--- config.mk ---
export PLATFORM = sky130hd
export DESIGN_NAME = ram_arbiter
export DESIGN_NICKNAME = d
export VERILOG_FILES = /design/src/rtl/ram_arbiter.sv
export SDC_FILE = /design/constraint.sdc
export NUM_CORES = 1
export LEC_CHECK = 0
export BUFFER_PORTS_ARGS = -buffer_cell sky130_fd_sc_hd__buf_2
export CAP_MARGIN = 30
export CORE_MARGIN = 2
export CORE_UTILIZATION = 31
export CTS_CLUSTER_SIZE = 10
export DETAILED_ROUTE_END_ITERATION = 16
export GPL_TIMING_DRIVEN = 0
export PLACE_DENSITY = 0.81
export SYNTH_ARGS = -nofsm -noshare
export SYNTH_HDL_FRONTEND = slang
export SYNTH_SLANG_ARGS = --single-unit
--- constraint.sdc ---
create_clock -name clk -period 1.6 [get_ports clk]
set_input_delay 0.32 -clock clk [delete_from_list [all_inputs] [get_ports clk]]
set_output_delay 0.32 -clock clk [all_outputs]
set_load 0.03 [all_outputs]
--- src/rtl/ram_arbiter.sv ---
// Two-requester arbiter for the single-port main RAM: the CPU has priority, and the external
// port uses idle cycles. A one-cycle CPU hold guarantees the external port eventually gets in.
module ram_arbiter #(
  parameter int ADDR_WIDTH = 16,
  parameter int DATA_WIDTH = 16,
  parameter int MAX_WAIT   = 8
) (
  input  logic                  clk,
  input  logic                  reset,
  input  logic                  cpu_rd,
  input  logic                  cpu_wr,
  input  logic [ADDR_WIDTH-1:0] cpu_addr,
  input  logic [DATA_WIDTH-1:0] cpu_wdata,
  output logic [DATA_WIDTH-1:0] cpu_rdata,
  output logic                  cpu_hold,
  input  logic                  ext_req,
  input  logic                  ext_we,
  input  logic [ADDR_WIDTH-1:0] ext_addr,
  input  logic [DATA_WIDTH-1:0] ext_wdata,
  output logic                  ext_gnt,
  output logic                  ext_rvalid,
  output logic [DATA_WIDTH-1:0] ext_rdata,
  output logic                  ram_en_read,
  output logic                  ram_en_write,
  output logic [ADDR_WIDTH-1:0] ram_addr,
  output logic [DATA_WIDTH-1:0] ram_wdata,
  input  logic [DATA_WIDTH-1:0] ram_rdata,
  output logic [1:0]            arb_state
);

  typedef enum logic [1:0] {
    S_CPU  = 2'd0,
    S_HOLD = 2'd1
  } state_e;

  localparam logic [7:0] MAX_WAIT_C = 8'(MAX_WAIT);

  state_e     state_q, state_d;
  logic [7:0] wait_cnt_q, wait_cnt_d, wait_inc_s;
  logic       ext_rvalid_q, ext_rvalid_d;
  logic       cpu_acc_s;

  assign cpu_acc_s  = cpu_rd | cpu_wr;
  assign wait_inc_s = (wait_cnt_q == 8'hFF) ? 8'hFF : (wait_cnt_q + 8'd1);

  // Only one access hits the RAM per cycle, so return data can be shared by both requesters.
  assign cpu_rdata  = ram_rdata;
  assign ext_rdata  = ram_rdata;
  assign arb_state  = state_q;
  assign cpu_hold   = (state_q == S_HOLD) & ~reset;
  assign ext_rvalid = ext_rvalid_q & ~reset;

  always_comb begin
    ram_en_read  = 1'b0;
    ram_en_write = 1'b0;
    ram_addr     = cpu_addr;
    ram_wdata    = cpu_wdata;
    ext_gnt      = 1'b0;
    state_d      = S_CPU;
    wait_cnt_d   = 8'd0;
    ext_rvalid_d = 1'b0;
    case (state_q)
      S_CPU: begin
        if (cpu_acc_s) begin
          // A simultaneous read and write strobe is resolved as a write.
          ram_en_write = cpu_wr;
          ram_en_read  = cpu_rd & ~cpu_wr;
          if (ext_req) begin
            wait_cnt_d = wait_inc_s;
            if (wait_inc_s >= MAX_WAIT_C) begin
              state_d = S_HOLD;
            end else begin
              state_d = S_CPU;
            end
          end else begin
            wait_cnt_d = 8'd0;
          end
        end else if (ext_req) begin
          ram_addr     = ext_addr;
          ram_wdata    = ext_wdata;
          ram_en_write = ext_we;
          ram_en_read  = ~ext_we;
          ext_gnt      = 1'b1;
          ext_rvalid_d = ~ext_we;
        end else begin
          wait_cnt_d = 8'd0;
        end
      end
      S_HOLD: begin
        // CPU is frozen; it re-presents the same access next cycle and wins then.
        ram_addr     = ext_addr;
        ram_wdata    = ext_wdata;
        ram_en_write = ext_req & ext_we;
        ram_en_read  = ext_req & ~ext_we;
        ext_gnt      = ext_req;
        ext_rvalid_d = ext_req & ~ext_we;
      end
      default: begin
        state_d = S_CPU;
      end
    endcase
    if (reset) begin
      ram_en_read  = 1'b0;
      ram_en_write = 1'b0;
      ext_gnt      = 1'b0;
    end else begin
      ext_gnt = ext_gnt;
    end
  end

  always_ff @(posedge clk) begin
    if (reset) begin
      state_q      <= S_CPU;
      wait_cnt_q   <= 8'd0;
      ext_rvalid_q <= 1'b0;
    end else begin
      state_q      <= state_d;
      wait_cnt_q   <= wait_cnt_d;
      ext_rvalid_q <= ext_rvalid_d;
    end
  end

endmodule

==> key figures <==
Status
  • Outcome: complete, but fails checks
  • Failing checks: negative setup slack

Clocking
  • Worst-case clock buffer depth: 2
  • CTS root buf: clkbuf_8
  • H-tree Lvls: 1
  • Hold_buf cts: 0
  • CTS clock-pin slew for the worst setup and hold paths: roughly 0.040 ns
  • Sinks on Clock Net: 10
  • Worst-Skew Late Latency: between 0.2 and 0.25 ns
  • Clock buffer count from CTS: 3
  • CTS tree: done

Timing
  • Minimum clock period after layout: ~1.8 ns
  • Setup violators final: 32
  • Crit share post-route: 111%
  • RSZ-0062 raised after global routing: true
  • F_max: ~560 MHz
  • Final Hold Viols: 0
  • Setup slack after layout: -0.174 ns
  • Max-slew violation count: 0
  • Final hold slack: approximately 0.32 ns
  • Clock skew: between 0.0003 and 0.0004 ns

Global route
  • Total grt overflow: 0
  • Global-route wire length before repair: about 7400 um
  • Number of global-route vias before repair: ~1500
  • Overall Global Routing Usage: 23.2%
  • Largest net degree at the start of global routing: 10
  • Antenna violations before repair: 1

Cells and area
  • Share of layout cells above drive strength 1: approximately four fifths
  • Area Growth Syn to Fin: 112%
  • Layout Nets: roughly 370
  • Fill cells: a little under 300
  • Count of non-filler cells in the finished layout: 326
  • Antenna cell count: 0

Route
  • DR DRC count: 0
  • WL met3: approximately 390 um
  • First drt pass iteration count: 4
  • M1 WL: around 1800 um
  • DR iter-0 viols: 28
  • Routed WL: 5060 um
  • Wire per inst: between 15 and 20 um
  • Top Layer Used: met5
  • Detailed-route via count: about 1500
  • Routed Antenna Nets: 0
  • WL met2: ~2700 um
  • Vias/cell: between 4 and 5

Synthesis
  • Distinct cells, synth: 28
  • Net Count, Synth: around 220
  • Sequential fraction of the synthesis area: 17.6%
  • Yosys warns: 0
  • Synth Instances: roughly 130
  • Mapped Area: ~1100 sq um
  • #FFs+latches synth: 10
  • Syn avg cell area: around 9 sq um

Power and ir drop
  • Peak VDD IR: approximately 0.6 mV
  • PwrDens: 517 nW/um^2
  • Leakage Power: approximately 1.4 nW

Setup path
  • Worst-path fanout max: 8
  • CP cell instances: a21oi_4, buf_12, buf_8, mux2_4, buf_6
  • Max stage delay on crit path: ~0.34 ns
  • Cell family with the largest share of critical-path delay: buffers and inverters
  • Slowest cell on the critical path: dfxtp_4
  • CP endpoint kind: output port
  • Buf/Inv on CP: 3
  • Register-to-register setup slack: 0.28 ns
  • Critical path depth: 5
  • Crit path arrival time: around 1.5 ns
  • Crit path required time: roughly 1.3 ns
  • Setup crit start kind: flip-flop
  • Worst-case reg-to-reg path depth: 4
  • Kind of critical path: reg -> out

Run
  • Max-Cap Viols: 0

Place
  • Dpl cells: between 300 and 400
  • Port buffer count: 139
  • Routability congestion estimate: approximately 0.8
  • HPWL Detailed: roughly 3300 um

Floorplan
  • Initial core utilization: a little under a third
  • Num rows: 22
  • Die area: ~4200 sq um
  • Die W: roughly 65 um
  • I/O pin count: around 160
  • Chip Height: ~65 um
  • Core Region: around 3600 sq um

Worst hold path
  • HP Class: in -> reg
  • Hold Crit Depth: 2
-- area by class of cell --
class	instances	area, sq um	share of cell area (%)
plain buffers	37	300	12.4
clock buffers	3	41.3	1.71
inverters	3	11.3	0.465
multi-input cells	79	816	33.7
flip-flops and latches	10	204	8.42
well taps	48	60.1	2.48
repair buffers	146	988	40.8
-- layer usage --
metal / global-route usage [%] / up-vias
met4: 8.24 / 2
li1: - / 717
met2: 44.8 / 71
met5: 0 / -
met1: 23.4 / 687
met3: 6.94 / 16
-- stage by stage --
stage	total power, mW	area, sq um	setup WS (ns)	util [%]	TNS [ns]
3_3_place_gp	0.821	1900	-0.300	52.7	-8.22
3_5_place_dp	0.829	1900	-0.309	52.7	-8.69
4_1_cts	1.24	2380	-0.170	66.1	-4.90
6_report	1.25	2420	-0.174	67.1	-4.71
2_1_floorplan	0.641	1150	0.0403	-	0
5_1_grt	1.31	2420	-0.208	67.1	-5.97
-- worst paths after layout --
check                                      to           from
worst max-delay path            ram_wdata[12]   arb_state[0]
worst min-delay path             ext_rvalid_q         ext_we
worst max register to register  wait_cnt_q[3]  wait_cnt_q[0]
worst min register to register  wait_cnt_q[0]  wait_cnt_q[0]
-- sequential cells by signal, indices dropped and copies added, names as in the netlist --
name and flops:
wait_cnt_q 8, arb_state 1, ext_rvalid_q 1
-- where the power goes --
part	leakage [nW]	switching (mW)	internal (mW)
clock network	0.0216	0.0868	0.164
logic	1.25	0.379	0.368
registers	0.0816	0.00232	0.251
total	1.35	0.468	0.783
-- layout by cell type (no fill, tap or decap), drive strengths merged --
master  count
nand3       3
inv         3
nand2b      3
o21ai       3
nand4       2
buf       183
xor2        1
nor2b       3
nor2        4
a211oi      1
and4        1
or3         2
xnor2       1
clkbuf      3
nor3        3
a21oi       7
nor3b       2
nor4        1
a31oi       3
and3        2
and2        2
conb        1
a31o        1
ha          1
mux2       32
dfxtp      10
-- Yosys cell counts --
cell type | n | area (sq um)
a211oi_1 | 1 | 7.51
a21oi_1 | 6 | 30.0
a21oi_2 | 1 | 8.76
a31o_2 | 1 | 8.76
a31oi_1 | 3 | 18.8
and2_1 | 2 | 12.5
and3_1 | 2 | 12.5
and4_1 | 1 | 8.76
buf_4 | 37 | 278
conb_1 | 1 | 3.75
dfxtp_1 | 10 | 200
ha_1 | 1 | 12.5
inv_1 | 3 | 11.3
mux2_1 | 2 | 22.5
mux2_2 | 30 | 338
nand2b_1 | 3 | 18.8
nand3_1 | 3 | 15.0
nand4_1 | 2 | 12.5
nor2_1 | 4 | 15.0
nor2b_1 | 3 | 18.8
nor3_1 | 3 | 15.0
nor3b_1 | 1 | 7.51
nor3b_2 | 1 | 12.5
nor4_1 | 1 | 6.26
o21ai_0 | 3 | 15.0
or3_1 | 2 | 12.5
xnor2_1 | 1 | 8.76
xor2_1 | 1 | 8.76
-- kinds of logic (layout without fill, tap and decap cells) --
| kind of cell | after synthesis | after routing | share of synthesized area [%] |
|---|---|---|---|
| flops | 10 | 10 | 17.6 |
| simple gates | 28 | 28 | 14.7 |
| buf+inv | 40 | 189 | 25.4 |
| fa+ha+maj | 1 | 1 | 1.10 |
| mux | 32 | 32 | 31.6 |
| compound gates | 15 | 15 | 7.79 |
| xor+xnor | 2 | 2 | 1.54 |
| other cells | 1 | 1 | 0.329 |
-- repair_timing --
action                     CTS  global route
pin swaps                    1             1
setup endpoints to repair   32            34
gates cloned                 3             0
gates resized for setup    114             8
buffers inserted             3             1
Power figures use the tool's default switching activity.
